## config.mk

```make
export PLATFORM = sky130hd
export DESIGN_NAME = icache_ctrl_nway_flat
export DESIGN_NICKNAME = d
export VERILOG_FILES = /design/src/rtl/icache_pkg.sv /design/src/rtl/icache_ctrl_nway_if.sv /design/src/rtl/icache_victim_sel.sv /design/src/rtl/icache_ctrl_nway.sv /design/src/flat_wrapper.sv
export SDC_FILE = /design/constraint.sdc
export NUM_CORES = 1
export LEC_CHECK = 0
export ABC_AREA = 1
export CAP_MARGIN = 10
export CORE_MARGIN = 3
export CORE_UTILIZATION = 60
export CTS_CLUSTER_DIAMETER = 100
export DETAILED_ROUTE_END_ITERATION = 6
export DONT_BUFFER_PORTS = 1
export GPL_TIMING_DRIVEN = 0
export PLACE_DENSITY = 0.77
export SLEW_MARGIN = 20
export SYNTH_ARGS = -nofsm -noshare
export SYNTH_HDL_FRONTEND = slang
export SYNTH_SLANG_ARGS = --single-unit
```

## constraint.sdc

```tcl
create_clock -name clk -period 2 [get_ports clk]
set_input_delay 0.3 -clock clk [delete_from_list [all_inputs] [get_ports clk]]
set_output_delay 0.3 -clock clk [all_outputs]
set_load 0.02 [all_outputs]
```

## src/rtl/icache_pkg.sv

```systemverilog
// icache_pkg: shared state type and width/index helpers for the n-way icache controller.
//   state_t : controller FSM states (INIT sweep, CHECK lookup, FETCH burst, FILL write-back)
//   idx_w   : index width of an n-entry dimension, never below 1
//   oh2idx  : position of the set bit of a one-hot vector (up to 32 bits)
package icache_pkg;
   typedef enum logic [1:0] {INIT, CHECK, FETCH, FILL} state_t;
   function automatic int idx_w(input int n);
      return (n > 1) ? $clog2(n) : 1;
   endfunction
   function automatic int oh2idx(input logic [31:0] oh);
      int idx = 0;
      for (int i = 0; i < 32; i++) if (oh[i]) idx = i;
      return idx;
   endfunction
endpackage

```

## src/rtl/icache_ctrl_nway_if.sv

```systemverilog
// icache_ctrl_nway_if: CPU request, tag-array status, memory port and array-control bundle.
//   master : the controller (drives clr/clr_idx, mem_valid_l1, re_mm, reset_mm, we_cl,
//            cl_word, we_imem, fill_way, fill_set, miss_err)
//   slave  : the surrounding CPU / tag arrays / main memory (drive re_imem, set_idx,
//            hit_way, valid_way, mem_valid_mm, mem_err_mm)
interface icache_ctrl_nway_if #(
   parameter int SETS           = 16,
   parameter int WAYS           = 2,
   parameter int WORDS_PER_LINE = 8
);
   localparam int SW = icache_pkg::idx_w(SETS);
   localparam int CW = icache_pkg::idx_w(WORDS_PER_LINE);
   logic            re_imem;
   logic [SW-1:0]   set_idx;
   logic [WAYS-1:0] hit_way;
   logic [WAYS-1:0] valid_way;
   logic            mem_valid_mm;
   logic            mem_err_mm;
   logic            clr;
   logic [SW-1:0]   clr_idx;
   logic            mem_valid_l1;
   logic            re_mm;
   logic            reset_mm;
   logic            we_cl;
   logic [CW-1:0]   cl_word;
   logic            we_imem;
   logic [WAYS-1:0] fill_way;
   logic [SW-1:0]   fill_set;
   logic            miss_err;
   modport master (
      input  re_imem, set_idx, hit_way, valid_way, mem_valid_mm, mem_err_mm,
      output clr, clr_idx, mem_valid_l1, re_mm, reset_mm, we_cl, cl_word, we_imem,
             fill_way, fill_set, miss_err
   );
   modport slave (
      output re_imem, set_idx, hit_way, valid_way, mem_valid_mm, mem_err_mm,
      input  clr, clr_idx, mem_valid_l1, re_mm, reset_mm, we_cl, cl_word, we_imem,
             fill_way, fill_set, miss_err
   );
endinterface

```

## src/rtl/icache_victim_sel.sv

```systemverilog
// icache_victim_sel: per-set round-robin victim choice for line fills.
//   clk, reset (async, active-low), set_idx/valid_way : set under lookup and its valid bits
//   adv, adv_set, adv_way : fill-done strobe, filled set and one-hot filled way
//   victim : one-hot way to fill; lowest invalid way, else the set's round-robin pointer
module icache_victim_sel import icache_pkg::*; #(
   parameter int SETS = 16,
   parameter int WAYS = 2
) (
   input  logic                     clk,
   input  logic                     reset,
   input  logic [idx_w(SETS)-1:0]   set_idx,
   input  logic [WAYS-1:0]          valid_way,
   input  logic                     adv,
   input  logic [idx_w(SETS)-1:0]   adv_set,
   input  logic [WAYS-1:0]          adv_way,
   output logic [WAYS-1:0]          victim
);
   localparam int IW = idx_w(WAYS);
   logic [WAYS-1:0] free, rr_oh;
   assign free = ~valid_way;
   // free & -free keeps only the lowest free way
   assign victim = |free ? free & (~free + 1'b1) : rr_oh;
   generate
      if (WAYS > 1) begin : g_rr
         logic [IW-1:0] rr [SETS];
         always_ff @(posedge clk or negedge reset) begin
            if (!reset) for (int s = 0; s < SETS; s++) rr[s] <= '0;
            else if (adv) rr[adv_set] <= IW'(oh2idx(32'(adv_way)) + 1);
         end
         assign rr_oh = WAYS'(1) << rr[set_idx];
      end else begin : g_one
         assign rr_oh = 1'b1;
      end
   endgenerate
endmodule

```

## src/rtl/icache_ctrl_nway.sv

```systemverilog
// icache_ctrl_nway: n-way instruction-cache controller (valid sweep, line fetch, line fill).
//   clk            : rising-edge clock
//   reset          : asynchronous active-low reset
//   bus (master)   : CPU request / tag status in, memory port and array controls out
//   hit_cnt, miss_cnt : saturating hit/miss counters, present only with ICACHE_PERF_CNT_EN
module icache_ctrl_nway import icache_pkg::*; #(
   parameter int SETS           = 16,
   parameter int WAYS           = 2,
   parameter int WORDS_PER_LINE = 8
) (
   input  logic                clk,
   input  logic                reset,
`ifdef ICACHE_PERF_CNT_EN
   output logic [31:0]         hit_cnt,
   output logic [31:0]         miss_cnt,
`endif
   icache_ctrl_nway_if.master  bus
);
   localparam int SW = idx_w(SETS);
   localparam int CW = idx_w(WORDS_PER_LINE);
   state_t          state;
   logic [SW-1:0]   clr_idx_q, fill_set_q;
   logic [CW-1:0]   cnt;
   logic [WAYS-1:0] fill_way_q, victim;
   logic            hit, miss, last_word, mem_ok;
   assign hit       = state == CHECK && bus.re_imem && |bus.hit_way;
   assign miss      = state == CHECK && bus.re_imem && !(|bus.hit_way);
   assign mem_ok    = state == FETCH && bus.mem_valid_mm && !bus.mem_err_mm;
   assign last_word = cnt == CW'(WORDS_PER_LINE - 1);
   icache_victim_sel #(.SETS(SETS), .WAYS(WAYS)) u_victim (
      .clk,
      .reset,
      .set_idx   (bus.set_idx),
      .valid_way (bus.valid_way),
      .adv       (state == FILL && last_word),
      .adv_set   (fill_set_q),
      .adv_way   (fill_way_q),
      .victim
   );
   always_ff @(posedge clk or negedge reset) begin
      if (!reset) begin
         state      <= INIT;
         clr_idx_q  <= '0;
         cnt        <= '0;
         fill_way_q <= '0;
         fill_set_q <= '0;
      end else begin
         case (state)
            INIT: begin
               clr_idx_q <= (clr_idx_q == SW'(SETS - 1)) ? '0 : clr_idx_q + 1'b1;
               if (clr_idx_q == SW'(SETS - 1)) state <= CHECK;
            end
            CHECK: if (miss) begin
               fill_set_q <= bus.set_idx;
               fill_way_q <= victim;
               cnt        <= '0;
               state      <= FETCH;
            end
            FETCH: if (bus.mem_err_mm) begin
               cnt   <= '0;
               state <= CHECK;
            end else if (bus.mem_valid_mm) begin
               cnt <= last_word ? '0 : cnt + 1'b1;
               if (last_word) state <= FILL;
            end
            FILL: begin
               cnt <= last_word ? '0 : cnt + 1'b1;
               if (last_word) state <= CHECK;
            end
            default: state <= INIT;
         endcase
      end
   end
   // state sits at INIT during reset, so the sweep strobe is gated to keep outputs low
   assign bus.clr          = reset && state == INIT;
   assign bus.clr_idx      = clr_idx_q;
   assign bus.mem_valid_l1 = hit;
   assign bus.re_mm        = state == FETCH;
   assign bus.reset_mm     = miss || (mem_ok && last_word);
   assign bus.we_cl        = mem_ok;
   assign bus.cl_word      = cnt;
   assign bus.we_imem      = state == FILL;
   assign bus.fill_way     = fill_way_q;
   assign bus.fill_set     = fill_set_q;
   assign bus.miss_err     = state == FETCH && bus.mem_err_mm;
`ifdef ICACHE_PERF_CNT_EN
   always_ff @(posedge clk or negedge reset) begin
      if (!reset) begin
         hit_cnt  <= '0;
         miss_cnt <= '0;
      end else begin
         if (hit && !(&hit_cnt)) hit_cnt <= hit_cnt + 1'b1;
         if (miss && !(&miss_cnt)) miss_cnt <= miss_cnt + 1'b1;
      end
   end
`endif
endmodule

```

## src/flat_wrapper.sv

```systemverilog
// flat-port wrapper written by rule: the top's interface ports become plain ports
module icache_ctrl_nway_flat import icache_pkg::*;
#(
   parameter int SETS           = 16,
   parameter int WAYS           = 2,
   parameter int WORDS_PER_LINE = 8
)
  (clk, reset, bus_re_imem, bus_set_idx, bus_hit_way, bus_valid_way, bus_mem_valid_mm, bus_mem_err_mm, bus_clr, bus_clr_idx, bus_mem_valid_l1, bus_re_mm, bus_reset_mm, bus_we_cl, bus_cl_word, bus_we_imem, bus_fill_way, bus_fill_set, bus_miss_err);
  icache_ctrl_nway_if #(.SETS(SETS), .WAYS(WAYS), .WORDS_PER_LINE(WORDS_PER_LINE)) bus_i ();
  input  logic clk;
  input  logic reset;
  input wire logic [$bits(bus_i.re_imem)-1:0] bus_re_imem;
  input wire logic [$bits(bus_i.set_idx)-1:0] bus_set_idx;
  input wire logic [$bits(bus_i.hit_way)-1:0] bus_hit_way;
  input wire logic [$bits(bus_i.valid_way)-1:0] bus_valid_way;
  input wire logic [$bits(bus_i.mem_valid_mm)-1:0] bus_mem_valid_mm;
  input wire logic [$bits(bus_i.mem_err_mm)-1:0] bus_mem_err_mm;
  output wire logic [$bits(bus_i.clr)-1:0] bus_clr;
  output wire logic [$bits(bus_i.clr_idx)-1:0] bus_clr_idx;
  output wire logic [$bits(bus_i.mem_valid_l1)-1:0] bus_mem_valid_l1;
  output wire logic [$bits(bus_i.re_mm)-1:0] bus_re_mm;
  output wire logic [$bits(bus_i.reset_mm)-1:0] bus_reset_mm;
  output wire logic [$bits(bus_i.we_cl)-1:0] bus_we_cl;
  output wire logic [$bits(bus_i.cl_word)-1:0] bus_cl_word;
  output wire logic [$bits(bus_i.we_imem)-1:0] bus_we_imem;
  output wire logic [$bits(bus_i.fill_way)-1:0] bus_fill_way;
  output wire logic [$bits(bus_i.fill_set)-1:0] bus_fill_set;
  output wire logic [$bits(bus_i.miss_err)-1:0] bus_miss_err;
  assign bus_i.re_imem = bus_re_imem;
  assign bus_i.set_idx = bus_set_idx;
  assign bus_i.hit_way = bus_hit_way;
  assign bus_i.valid_way = bus_valid_way;
  assign bus_i.mem_valid_mm = bus_mem_valid_mm;
  assign bus_i.mem_err_mm = bus_mem_err_mm;
  assign bus_clr = bus_i.clr;
  assign bus_clr_idx = bus_i.clr_idx;
  assign bus_mem_valid_l1 = bus_i.mem_valid_l1;
  assign bus_re_mm = bus_i.re_mm;
  assign bus_reset_mm = bus_i.reset_mm;
  assign bus_we_cl = bus_i.we_cl;
  assign bus_cl_word = bus_i.cl_word;
  assign bus_we_imem = bus_i.we_imem;
  assign bus_fill_way = bus_i.fill_way;
  assign bus_fill_set = bus_i.fill_set;
  assign bus_miss_err = bus_i.miss_err;
  icache_ctrl_nway #(.SETS(SETS), .WAYS(WAYS), .WORDS_PER_LINE(WORDS_PER_LINE)) u_core (.clk(clk), .reset(reset), .bus(bus_i));
endmodule
```

==> impl_metrics.json <==
{
  "status": "finished clean",
  "syn_area_mm2": 0.00165,
  "synth_top_area_frac": 0.470,
  "fin_hold_ws_ns": 0.161,
  "start_util": 0.648,
  "gr-usage-met2": 0.400,
  "cap_violations": 0,
  "num_vias": 1410,
  "synth-compound-area-share": 0.105,
  "post_layout_nonfiller_instances": 248,
  "required_ns": 1.70,
  "met1_usage": 0.308,
  "synth.distinct_cells": 25,
  "antenna_found_initial": 0,
  "synthSimpleGateAreaFrac": 0.305,
  "fin_total_pwr_mw": 2.28,
  "place_hpwl_um": 2580,
  "period_needed_ns": 1.93,
  "maxSlewViolCount": 0,
  "finClkSkew_ns": 0.00949,
  "synthesis.nets": 227,
  "hold_violations": 0,
  "rows": 18,
  "gp_congestion": 0.895,
  "synth_cells": 207,
  "ys_ff_latch": 31,
  "grt_util_all_layers": 0.250,
  "setup.worst_path.class": "reg2out",
  "grtUsageMet3": 0.0855,
  "fin_area_mm2": 0.00186,
  "tightestPinTransition_ns": 0.421,
  "maxSlewHeadroom": 0.719,
  "startpoint_type": "flip-flop",
  "end_kind": "output pin",
  "synth_top_area_cell": "dfrtp_1",
  "leakagePower_nw": 0.870,
  "die_h_um": 58.4,
  "clock_latency_ns": 0.33,
  "pin_count": 33,
  "area.growth.synth_to_final_pct": 12.7,
  "avgSynthCellArea_um2": 7.97,
  "dpl.cell_count": 237,
  "grt_max_degree": 32,
  "synth.area.top_cells": "dfrtp_1 (47%), nand2_1 (17%), o21ai_0 (7.0%)",
  "synthAdderAreaFrac": 0.0531,
  "port_buffers": 0,
  "die_x_um": 58.4,
  "synthMuxAreaShare": 0.00683,
  "dr.pass1.iters": 4,
  "cts_root_buf": "clkbuf_4",
  "synth_top_family_by_area": "simple AND/OR/NAND/NOR gates",
  "r2r_slack_ns": 0.17,
  "cts_buffers": 5,
  "clk_pin_slew_ns": 0.10,
  "via_per_inst": 5.69,
  "nets": 237,
  "cts_sinks": 31,
  "whs_path_depth": 2,
  "min_period_over_period": 0.966,
  "grt_pass1_vias": 1401,
  "wire_per_inst_um": 14.8,
  "fin_util": 0.730,
  "yosysSeqAreaShare": 0.470,
  "max_freq_mhz": 518,
  "grt-busiest-layer": "met2",
  "placed_area_mm2": 0.00169,
  "drive_gt1_frac": 0.147,
  "core_mm2": 0.00254,
  "h-tree-depth": 2,
  "cts_buffer_depth": 2,
  "cts_tree": "done",
  "setup_violations": 0,
  "grt_pass1_wl_um": 6340,
  "diodes": 0,
  "irDropWorstVdd_mv": 1.11,
  "synthXorXnorAreaFrac": 0.00531,
  "arrival_ns": 1.63,
  "p_per_area_mw_per_mm2": 1230,
  "yosysWarningCount": 0,
  "drt-initial-drc-count": 87,
  "drc": 0,
  "cp_max_fo": 4,
  "dieArea_mm2": 0.00341,
  "rsz0062_at_grt": "yes",
  "wl_um": 3670,
  "gr-total-overflow": 0,
  "rr_worst_depth": 6,
  "hold_path.class": "in2reg",
  "antenna_left": 0
}
==> layer usage <==
metal,up-vias,part of all wire
met3,8,0.087
met4,0,0.015
li1,691,-
met1,646,0.41
met5,-,0
met2,65,0.49
==> cells in the mapped netlist <==
cell and instances:
a21o_1 1, a21oi_1 5, a31oi_1 2, buf_4 1, clkbuf_1 3, dfrtp_1 31, ha_1 7, inv_1 18
inv_2 1, mux2_2 1, nand2_1 74, nand2_2 1, nand2_4 1, nand3_1 17, nand4_1 1, nor2_1 9
nor2_2 1, nor2_4 1, nor3_2 4, nor3_4 1, o211ai_1 1, o21ai_0 23, o21ai_1 1, or2_4 1
xor2_1 1
==> state kept, by name, indices dropped and copies added (netlist names) <==
register / count
u_core.u_victim.g_rr.rr: 16
u_core.bus.clr_idx: 4
u_core.bus.fill_set: 4
u_core.bus.cl_word: 3
u_core.bus.fill_way: 2
u_core.state: 2
==> timing repair <==
item / CTS / global route
gates resized for setup: 11 / 5
endpoints found under the hold margin: 31 / 0
pin swaps: 4 / 2
setup buffers: 2 / 0
hold buffers: 2 / 0
setup endpoints to repair: 2 / 3
gates cloned: 0 / 0
==> where the power goes <==
part	switching, mW	total, mW	internal [mW]
registers	0.350	1.11	0.759
clock network	0.210	0.417	0.207
logic	0.483	0.757	0.274
total	1.04	2.28	1.24
==> through the flow <==
step	TNS, ns	worst slack, ns
floorplan	0	0.0910
global placement	-0.0584	-0.0584
detailed placement	-0.0828	-0.0828
CTS	0	0.00693
global route	-0.0587	-0.0433
finish	0	0.0680
==> cells by family (layout without fill, tap and decap cells) <==
kind of cell / count (synthesis) / in the layout
multiplexers: 1 / 1
AND/OR/NAND/NOR: 111 / 111
adder cells (fa/ha/maj): 7 / 7
XOR/XNOR: 1 / 1
buffers and inverters: 23 / 34
flip-flops: 31 / 31
AO/OA/AOI/OAI: 33 / 33
==> final timing paths <==
kind                                                  start                     endpoint
max in group asynchronous                             reset       u_core.bus.fill_set[0]
worst min register to register  u_core.u_victim.g_rr.rr[12]  u_core.u_victim.g_rr.rr[12]
min in group asynchronous                             reset   u_core.u_victim.g_rr.rr[8]
worst max register to register              u_core.state[1]  u_core.u_victim.g_rr.rr[14]
worst max-delay path                        u_core.state[0]                 bus_reset_mm
worst min-delay path                         bus_set_idx[2]       u_core.bus.fill_set[2]
==> cell usage in the layout (no fill, tap or decap), drive strengths merged <==
cell / netlist / routed
a21o: 1 / 1
a21oi: 5 / 5
a31oi: 2 / 2
buf: 1 / 4
clkbuf: 3 / 10
dfrtp: 31 / 31
dlygate4sd3: 0 / 1
ha: 7 / 7
inv: 19 / 19
mux2: 1 / 1
nand2: 76 / 76
nand3: 17 / 17
nand4: 1 / 1
nor2: 11 / 11
nor3: 5 / 5
o211ai: 1 / 1
o21ai: 24 / 24
or2: 1 / 1
xor2: 1 / 1
==> cell type report <==
class,count,area [µm²]
inverters,19,71.3
repair buffers,4,45.0
well taps,30,37.5
plain buffers,3,18.8
fillers,189,687
multi-input cells,153,841
clock buffers,8,68.8
flip-flops and latches,31,776
==> worst max-delay path, cell delays in order (launching register included) <==
cell,delay (ns)
dfrtp_1,0.42
inv_2,0.10
ha_4,0.19
inv_2,0.06
nor2_4,0.11
inv_2,0.05
nor2_4,0.16
nand2_1,0.10
nand2_2,0.12
Power figures use the tool's default switching activity.
